[src/rtl/ladybird_inst_seq_if.sv]
// Command and instruction streams of the RV32I instruction sequencer.
// The sequencer is the slave: it consumes commands and produces instructions.
interface ladybird_inst_seq_if #(
  parameter int XLEN = 32
);
  logic            cmd_valid;
  logic            cmd_ready;
  logic [1:0]      cmd_op;
  logic [4:0]      cmd_rd;
  logic [XLEN-1:0] cmd_addr;
  logic [XLEN-1:0] cmd_data;
  logic            inst_valid;
  logic            inst_ready;
  logic [31:0]     inst;
  logic            inst_last;

  modport slave (
    input  cmd_valid, cmd_op, cmd_rd, cmd_addr, cmd_data, inst_ready,
    output cmd_ready, inst_valid, inst, inst_last
  );

  modport master (
    output cmd_valid, cmd_op, cmd_rd, cmd_addr, cmd_data, inst_ready,
    input  cmd_ready, inst_valid, inst, inst_last
  );
endinterface

[src/rtl/ladybird_inst_seq.sv]
// Command-driven RV32I instruction sequencer: a small command FIFO feeds a
// two-state expander that turns LI/LW/SW/JUMP into 1..4 encoded instructions.
module ladybird_inst_seq #(
  parameter int         XLEN      = 32,
  parameter int         CMD_DEPTH = 4,
  parameter logic [4:0] TMP_A     = 5'd31,
  parameter logic [4:0] TMP_D     = 5'd30,
  parameter int         CNT_W     = 16
) (
  input  logic               clk,
  input  logic               rstn,
  ladybird_inst_seq_if.slave bus,
  output logic               busy,
  output logic [CNT_W-1:0]   inst_count
);

  localparam int AW = $clog2(CMD_DEPTH);

  localparam logic [1:0] OP_LI   = 2'd0;
  localparam logic [1:0] OP_LW   = 2'd1;
  localparam logic [1:0] OP_SW   = 2'd2;
  localparam logic [1:0] OP_JUMP = 2'd3;

  localparam logic [6:0] OPC_LUI   = 7'b0110111;
  localparam logic [6:0] OPC_OPIMM = 7'b0010011;
  localparam logic [6:0] OPC_LOAD  = 7'b0000011;
  localparam logic [6:0] OPC_STORE = 7'b0100011;
  localparam logic [6:0] OPC_JALR  = 7'b1100111;

  typedef enum logic {IDLE, EMIT} state_t;

  typedef struct packed {
    logic [1:0]      op;
    logic [4:0]      rd;
    logic [XLEN-1:0] addr;
    logic [XLEN-1:0] data;
  } cmd_t;

  // I-type encoder (ADDI, LW, JALR)
  function automatic logic [31:0] enc_i(input logic [11:0] imm, input logic [4:0] rs1,
                                        input logic [2:0] f3, input logic [4:0] rd,
                                        input logic [6:0] opc);
    return {imm, rs1, f3, rd, opc};
  endfunction

  function automatic logic [31:0] enc_lui(input logic [19:0] imm, input logic [4:0] rd);
    return {imm, rd, OPC_LUI};
  endfunction

  function automatic logic [31:0] enc_sw(input logic [11:0] imm, input logic [4:0] rs2,
                                         input logic [4:0] rs1);
    return {imm[11:5], rs2, rs1, 3'b010, imm[4:0], OPC_STORE};
  endfunction

  // ---------------------------------------------------------------- FIFO
  cmd_t        fifo_q [CMD_DEPTH];
  logic [AW:0] wr_ptr_q, rd_ptr_q;
  logic        empty, full, push, pop;
  cmd_t        cmd_in, head;

  assign empty         = (wr_ptr_q == rd_ptr_q);
  assign full          = (wr_ptr_q[AW] != rd_ptr_q[AW]) &&
                         (wr_ptr_q[AW-1:0] == rd_ptr_q[AW-1:0]);
  // Readiness deliberately ignores a same-cycle pop.
  assign bus.cmd_ready = !full;
  assign push          = bus.cmd_valid && !full;
  assign cmd_in        = {bus.cmd_op, bus.cmd_rd, bus.cmd_addr, bus.cmd_data};
  assign head          = fifo_q[rd_ptr_q[AW-1:0]];

  // FIFO storage write; contents need no reset since pointers gate them
  always_ff @(posedge clk) begin
    if (push) fifo_q[wr_ptr_q[AW-1:0]] <= cmd_in;
  end

  // FIFO pointers
  always_ff @(posedge clk or negedge rstn) begin
    if (!rstn) begin
      wr_ptr_q <= '0;
      rd_ptr_q <= '0;
    end else begin
      if (push) wr_ptr_q <= wr_ptr_q + 1'b1;
      if (pop)  rd_ptr_q <= rd_ptr_q + 1'b1;
    end
  end

  // ------------------------------------------------- list generator
  // Split of v: lo = v[11:0] (sign-extended by the ISA), hi rounds up when
  // lo is negative so that LUI hi; ADDI lo reconstructs v (mod 2^20).
  logic [11:0]      a_lo, d_lo;
  logic [19:0]      a_hi, d_hi;
  logic             d_small;
  logic [4:0]       lw_base;
  logic [3:0][31:0] gen_list;
  logic [1:0]       gen_last;

  assign a_lo    = head.addr[11:0];
  assign a_hi    = head.addr[31:12] + {19'd0, head.addr[11]};
  assign d_lo    = head.data[11:0];
  assign d_hi    = head.data[31:12] + {19'd0, head.data[11]};
  assign d_small = (&head.data[31:11]) || !(|head.data[31:11]);
  assign lw_base = (head.rd == 5'd0) ? TMP_A : head.rd;

  // Expand the command at the FIFO head into its instruction list
  always_comb begin
    gen_list = '0;
    gen_last = 2'd0;
    case (head.op)
      OP_LI: begin
        if (d_small) begin
          gen_list[0] = enc_i(d_lo, 5'd0, 3'b000, head.rd, OPC_OPIMM);
        end else begin
          gen_list[0] = enc_lui(d_hi, head.rd);
          if (d_lo != 12'd0) begin
            gen_list[1] = enc_i(d_lo, head.rd, 3'b000, head.rd, OPC_OPIMM);
            gen_last    = 2'd1;
          end
        end
      end
      OP_LW: begin
        gen_list[0] = enc_lui(a_hi, lw_base);
        gen_list[1] = enc_i(a_lo, lw_base, 3'b010, head.rd, OPC_LOAD);
        gen_last    = 2'd1;
      end
      OP_SW: begin
        gen_list[0] = enc_lui(a_hi, TMP_A);
        if (d_small) begin
          gen_list[1] = enc_i(d_lo, 5'd0, 3'b000, TMP_D, OPC_OPIMM);
          gen_list[2] = enc_sw(a_lo, TMP_D, TMP_A);
          gen_last    = 2'd2;
        end else if (d_lo != 12'd0) begin
          gen_list[1] = enc_lui(d_hi, TMP_D);
          gen_list[2] = enc_i(d_lo, TMP_D, 3'b000, TMP_D, OPC_OPIMM);
          gen_list[3] = enc_sw(a_lo, TMP_D, TMP_A);
          gen_last    = 2'd3;
        end else begin
          gen_list[1] = enc_lui(d_hi, TMP_D);
          gen_list[2] = enc_sw(a_lo, TMP_D, TMP_A);
          gen_last    = 2'd2;
        end
      end
      default: begin // OP_JUMP; addr[1:0] passes through unchecked
        gen_list[0] = enc_lui(a_hi, TMP_A);
        gen_list[1] = enc_i(a_lo, TMP_A, 3'b000, 5'd0, OPC_JALR);
        gen_last    = 2'd1;
      end
    endcase
  end

  // ------------------------------------------------------------- FSM
  state_t           state_q, state_d;
  logic             arm_q;
  logic [1:0]       step_q, step_d, last_idx_q, last_idx_d, step_inc;
  logic [3:0][31:0] list_q, list_d;
  logic [31:0]      inst_q, inst_d;
  logic             last_q, last_d, valid_q, valid_d, load;
  logic [CNT_W-1:0] cnt_q;

  assign step_inc = step_q + 2'd1;

  // Next-state: start a command from IDLE (after one settle cycle, arm_q),
  // step through the list on each accept, chain the next command with no bubble
  always_comb begin
    state_d    = state_q;
    step_d     = step_q;
    last_idx_d = last_idx_q;
    list_d     = list_q;
    inst_d     = inst_q;
    last_d     = last_q;
    valid_d    = valid_q;
    load       = 1'b0;
    case (state_q)
      IDLE: begin
        if (!empty && arm_q) load = 1'b1;
      end
      default: begin
        if (bus.inst_ready) begin
          if (last_q) begin
            if (!empty) begin
              load = 1'b1;
            end else begin
              state_d = IDLE;
              valid_d = 1'b0;
              inst_d  = '0;
              last_d  = 1'b0;
              step_d  = 2'd0;
            end
          end else begin
            step_d = step_inc;
            inst_d = list_q[step_inc];
            last_d = (step_inc == last_idx_q);
          end
        end
      end
    endcase
    if (load) begin
      state_d    = EMIT;
      list_d     = gen_list;
      last_idx_d = gen_last;
      step_d     = 2'd0;
      inst_d     = gen_list[0];
      last_d     = (gen_last == 2'd0);
      valid_d    = 1'b1;
    end
  end

  assign pop = load;

  // FSM and output registers
  always_ff @(posedge clk or negedge rstn) begin
    if (!rstn) begin
      state_q    <= IDLE;
      arm_q      <= 1'b0;
      step_q     <= 2'd0;
      last_idx_q <= 2'd0;
      list_q     <= '0;
      inst_q     <= '0;
      last_q     <= 1'b0;
      valid_q    <= 1'b0;
    end else begin
      state_q    <= state_d;
      arm_q      <= !empty;
      step_q     <= step_d;
      last_idx_q <= last_idx_d;
      list_q     <= list_d;
      inst_q     <= inst_d;
      last_q     <= last_d;
      valid_q    <= valid_d;
    end
  end

  // Accepted-instruction counter, wraps freely
  always_ff @(posedge clk or negedge rstn) begin
    if (!rstn) cnt_q <= '0;
    else if (valid_q && bus.inst_ready) cnt_q <= cnt_q + 1'b1;
  end

  assign bus.inst_valid = valid_q;
  assign bus.inst       = inst_q;
  assign bus.inst_last  = last_q;
  assign busy           = !empty || (state_q == EMIT);
  assign inst_count     = cnt_q;

endmodule

[src/flat_wrapper.sv]
// flat-port wrapper written by rule: the top's interface ports become plain ports
module ladybird_inst_seq_flat 
#(
  parameter int         XLEN      = 32,
  parameter int         CMD_DEPTH = 4,
  parameter logic [4:0] TMP_A     = 5'd31,
  parameter logic [4:0] TMP_D     = 5'd30,
  parameter int         CNT_W     = 16
)
  (clk, rstn, busy, inst_count, bus_cmd_valid, bus_cmd_op, bus_cmd_rd, bus_cmd_addr, bus_cmd_data, bus_inst_ready, bus_cmd_ready, bus_inst_valid, bus_inst, bus_inst_last);
  ladybird_inst_seq_if #(.XLEN(XLEN)) bus_i ();
  input  logic clk;
  input  logic rstn;
  output logic busy;
  output logic [CNT_W-1:0] inst_count;
  input wire logic [$bits(bus_i.cmd_valid)-1:0] bus_cmd_valid;
  input wire logic [$bits(bus_i.cmd_op)-1:0] bus_cmd_op;
  input wire logic [$bits(bus_i.cmd_rd)-1:0] bus_cmd_rd;
  input wire logic [$bits(bus_i.cmd_addr)-1:0] bus_cmd_addr;
  input wire logic [$bits(bus_i.cmd_data)-1:0] bus_cmd_data;
  input wire logic [$bits(bus_i.inst_ready)-1:0] bus_inst_ready;
  output wire logic [$bits(bus_i.cmd_ready)-1:0] bus_cmd_ready;
  output wire logic [$bits(bus_i.inst_valid)-1:0] bus_inst_valid;
  output wire logic [$bits(bus_i.inst)-1:0] bus_inst;
  output wire logic [$bits(bus_i.inst_last)-1:0] bus_inst_last;
  assign bus_i.cmd_valid = bus_cmd_valid;
  assign bus_i.cmd_op = bus_cmd_op;
  assign bus_i.cmd_rd = bus_cmd_rd;
  assign bus_i.cmd_addr = bus_cmd_addr;
  assign bus_i.cmd_data = bus_cmd_data;
  assign bus_i.inst_ready = bus_inst_ready;
  assign bus_cmd_ready = bus_i.cmd_ready;
  assign bus_inst_valid = bus_i.inst_valid;
  assign bus_inst = bus_i.inst;
  assign bus_inst_last = bus_i.inst_last;
  ladybird_inst_seq #(.XLEN(XLEN), .CMD_DEPTH(CMD_DEPTH), .TMP_A(TMP_A), .TMP_D(TMP_D), .CNT_W(CNT_W)) u_core (.clk(clk), .rstn(rstn), .bus(bus_i), .busy(busy), .inst_count(inst_count));
endmodule
[config.mk]
export PLATFORM = sky130hd
export DESIGN_NAME = ladybird_inst_seq_flat
export DESIGN_NICKNAME = d
export VERILOG_FILES = /design/src/rtl/ladybird_inst_seq_if.sv /design/src/rtl/ladybird_inst_seq.sv /design/src/flat_wrapper.sv
export SDC_FILE = /design/constraint.sdc
export NUM_CORES = 1
export LEC_CHECK = 0
export CORE_MARGIN = 2
export CORE_UTILIZATION = 47
export CTS_BUF_LIST = sky130_fd_sc_hd__clkbuf_4 sky130_fd_sc_hd__clkbuf_8
export DETAILED_ROUTE_END_ITERATION = 7
export PLACE_DENSITY_LB_ADDON = 0.12
export SLEW_MARGIN = 20
export SYNTH_ARGS = -nofsm -noshare
export SYNTH_HDL_FRONTEND = slang
export SYNTH_SLANG_ARGS = --single-unit
[constraint.sdc]
create_clock -name clk -period 5.1 [get_ports clk]
set_input_delay 0.765 -clock clk [delete_from_list [all_inputs] [get_ports clk]]
set_output_delay 0.765 -clock clk [all_outputs]
set_load 0.01 [all_outputs]
==> run summary <==
count of placed standard cells including taps: 1889
minimum clock period: 4.00 ns
fraction of the yosys area taken by sequential cells: 65.0%
length of routed met3 wiring: 2880 µm
post-CTS setup-driven buffer insertion count: 0
Warnings, synthesis: 0
commonest non-fill, non-tap cells in the layout: 284 x sky130_fd_sc_hd__edfxtp_1, 165 x sky130_fd_sc_hd__nand2_1, 145 x sky130_fd_sc_hd__dfrtp_1
P&R area growth vs syn: 17.5%
I/O pins: 127
final count of pins violating max slew: 0
synthesized instance count: 1280
max_slew headroom: 34.6%
routed length on met1: 20700 µm
Seq pwr share: 38.7%
# Max-Cap Violations: 0
run status: complete, no violations
count of nets left with antenna violations after detail routing: 0
pin count of the biggest net entering global routing: 114
clock skew after layout: 0.0255 ns
total grt overflow: 0
worst-case hold slack: 0.155 ns
final instance area: 0.0221 mm²
setup total negative slack: 0 ns
mux cell area share after synthesis: 12.1%
Post-Synth Adder-Cell Area: 0.999%
fraction of power consumed by the clock network: 21.2%
all-layer global routing usage: 23.6%
EDFF count, synth: 284
Async S/R FF share, synth: 34.1%
met2 WL post-DR: 22400 µm
Worst Max-Slew Pin Slew: 0.978 ns
H-tree levels: 3
internal power summed over all cells: 8710 µW
dominant combinational cell family by area after synthesis: multiplexers
number of nets in the final layout: 1528
cell type contributing the most total cell area after synthesis: sky130_fd_sc_hd__edfxtp_1
initial standard-cell utilization of the core: 47.5%
Max Fclk: 250 MHz
critical-path cell list: buf_4 > xnor2_1 > nand3b_1 > clkdlybuf4s50_1
worst vdd rail ir drop: 0.276 mV
Die Width: 204 µm
Site Rows: 73
Max Used Layer: met4
total wire length after detailed routing: 47500 µm
final RePlAce weighted congestion: 0.876
top_reg_cell synth: sky130_fd_sc_hd__edfxtp_1
Crit path arrival time: 3.23 ns
Max Root-Sink Buffers: 3
non-filler cells in the finished layout: 2018
overall power: 14100 µW
biggest cell delay along the critical path: 0.69 ns
average instance area after synthesis: 14.7 µm²
NetSw: 5410 µW
Slowest-stage cell, CP: sky130_fd_sc_hd__dfrtp_4
number of different library cells in the post-synthesis netlist: 80
unrepaired setup endpoints after global routing: false
Combinational Power Share: 40.1%
kind of capture point of the worst setup path: output port
vias in the first global route: 11850
Root Driver: sky130_fd_sc_hd__clkbuf_8
simple-gate portion of the synthesized area: 9.06%
final setup violating endpoints: 0
static leakage: 0.00804 µW
critical path class: reg2out
Core ar.: 0.0395 mm²
first-pass GRT wire length: 72800 µm
clock tree from TritonCTS: yes
vertical die dimension: 204 µm
top cells by area in the synthesized netlist: sky130_fd_sc_hd__edfxtp_1 45%, sky130_fd_sc_hd__dfrtp_1 20%, sky130_fd_sc_hd__mux4_2 10%
number of antenna cells inserted: 0
clock transition at the registers of the reported paths: 0.06 ns
clock latency on the worst-skew pair: 0.63 ns
type of the most critical hold path: in2async
hpwl dp: 32300 µm
clock sink count: 431
leading cell type in the layout, fill and taps excluded: sky130_fd_sc_hd__edfxtp_1
length of the first detailed-routing pass in iterations: 5
flops & latches, synth: 431
area fraction in compound gates after synthesis: 8.08%
xor and xnor fraction of the mapped netlist area: 2.37%
total count of hold-check failures in the final report: 0
sw frac: 38.3%
required time of the critical path: 4.34 ns
share of the synthesized area in the top cell type: 45.4%
Vias: 11754
Port Buffers: 125
power per cell area: 640 mW/mm²
share of post-route cells with drive strength above 1: 17.5%
post-place instance area: 0.0207 mm²
die outline area: 0.0416 mm²
post-synth design cell area: 0.0188 mm²
CP Launch Type: register
drt via density: 5.82
cts bufs inserted: 72
period utilisation layout: 78.4%
# DRC: 0
Mapped Nets: 1370
quantity of hold-fixing buffers added after cts: 0
maximum fanout along the worst path: 28
initial antenna violation count: 0
post-cts sizing count: 0
first-iteration detailed-routing DRC count: 1036
average wire per cell in the routed design: 23.6 µm
## cell type report
cell class	count	area (µm²)
Clock inverter	34	209
Sequential cell	431	12200
Fill cell	3225	17500
Clock buffer	95	1190
Inverter	17	63.8
Multi-Input combinational cell	761	6180
Tap cell	525	657
Timing Repair Buffer	155	1570
## flip-flops by register name (all words and copies together) (netlist names)
register               cells
u_core.bus.inst           30
u_core.arm_q               1
u_core.fifo_q            284
u_core.step_q              2
u_core.list_q             88
u_core.inst_count         16
u_core.bus.inst_valid      1
u_core.wr_ptr_q            3
u_core.bus.inst_last       1
u_core.last_idx_q          1
u_core.rd_ptr_q            3
u_core.state_q             1
## cell usage after synthesis (6+ instances only)
cell type and instances:
sky130_fd_sc_hd__a21oi_1 59, sky130_fd_sc_hd__nand2b_1 8, sky130_fd_sc_hd__and3_1 19, sky130_fd_sc_hd__nor3_1 15, sky130_fd_sc_hd__mux4_2 86, sky130_fd_sc_hd__inv_1 17
sky130_fd_sc_hd__nand4_1 11, sky130_fd_sc_hd__o21ai_1 6, sky130_fd_sc_hd__dfrtp_1 147, sky130_fd_sc_hd__ha_1 15, sky130_fd_sc_hd__nand2_1 165, sky130_fd_sc_hd__edfxtp_1 284
sky130_fd_sc_hd__nand3_1 28, sky130_fd_sc_hd__nand3b_1 8, sky130_fd_sc_hd__nor4_1 15, sky130_fd_sc_hd__a31oi_1 9, sky130_fd_sc_hd__o21ai_0 54, sky130_fd_sc_hd__a22o_1 13
sky130_fd_sc_hd__o31ai_1 7, sky130_fd_sc_hd__xnor2_1 32, sky130_fd_sc_hd__buf_2 8, sky130_fd_sc_hd__o221ai_1 6, sky130_fd_sc_hd__mux4_1 8, sky130_fd_sc_hd__nor2_1 65
sky130_fd_sc_hd__o211ai_1 11, sky130_fd_sc_hd__a22oi_1 7, sky130_fd_sc_hd__a21o_1 6, sky130_fd_sc_hd__clkbuf_1 44, sky130_fd_sc_hd__xor2_1 17, sky130_fd_sc_hd__a221oi_1 9
## path summary, 6_finish.rpt
kind	from	endpoint	slack (ns)	cells after the start
min in group clk	u_core.list_q[87]	u_core.list_q[87]	0.47	2
min	rstn	u_core.wr_ptr_q[1]	0.15	1
max	u_core.rd_ptr_q[1]	bus_cmd_ready	1.10	4
max in group asynchronous	rstn	u_core.bus.inst[28]	3.86	2
min reg2reg	u_core.list_q[87]	u_core.list_q[87]	0.47	2
max reg2reg	u_core.rd_ptr_q[0]	u_core.list_q[59]	1.18	8
## worst max-delay path, delay by kind of cell, from the launching register on
kind | cells | cell delay [ns]
XOR/XNOR | 1 | 0.60
flip-flops | 1 | 0.69
buffers and inverters | 2 | 0.94
AND/OR/NAND/NOR | 1 | 0.34
## per-layer routing
| layer | vias up | global-route usage, % |
|---|---|---|
| met1 | 5965 | 33.2 |
| met2 | 417 | 36.7 |
| met3 | 103 | 4.66 |
| met4 | 0 | 8.57 |
| met5 | - | 0 |
| li1 | 5269 | - |
## stage by stage
step                      utilization, %  setup slack [ns]
after floorplan                        -              1.24
final                               55.8              1.10
after CTS                           55.8              1.02
after detailed placement            52.3              1.14
after global placement              52.3              1.18
after global routing                55.8             0.864
## cell families after synthesis
group / Yosys count
other: 1
adder cells (fa/ha/maj): 15
AO/OA/AOI/OAI: 227
XOR/XNOR: 50
multiplexers: 105
AND/OR/NAND/NOR: 363
flip-flops: 431
buffers and inverters: 88
## power groups by stage
stage	Combinational, µW	Clock, µW	Sequential [µW]
final	5670	2990	5470
after global routing	6110	3220	5570
after CTS	5680	3060	5480
after detailed placement	5660	0	5540
after global placement	5630	0	5510
after floorplan	3750	0	5240
No activity file was read; power rests on OpenSTA's default activity.
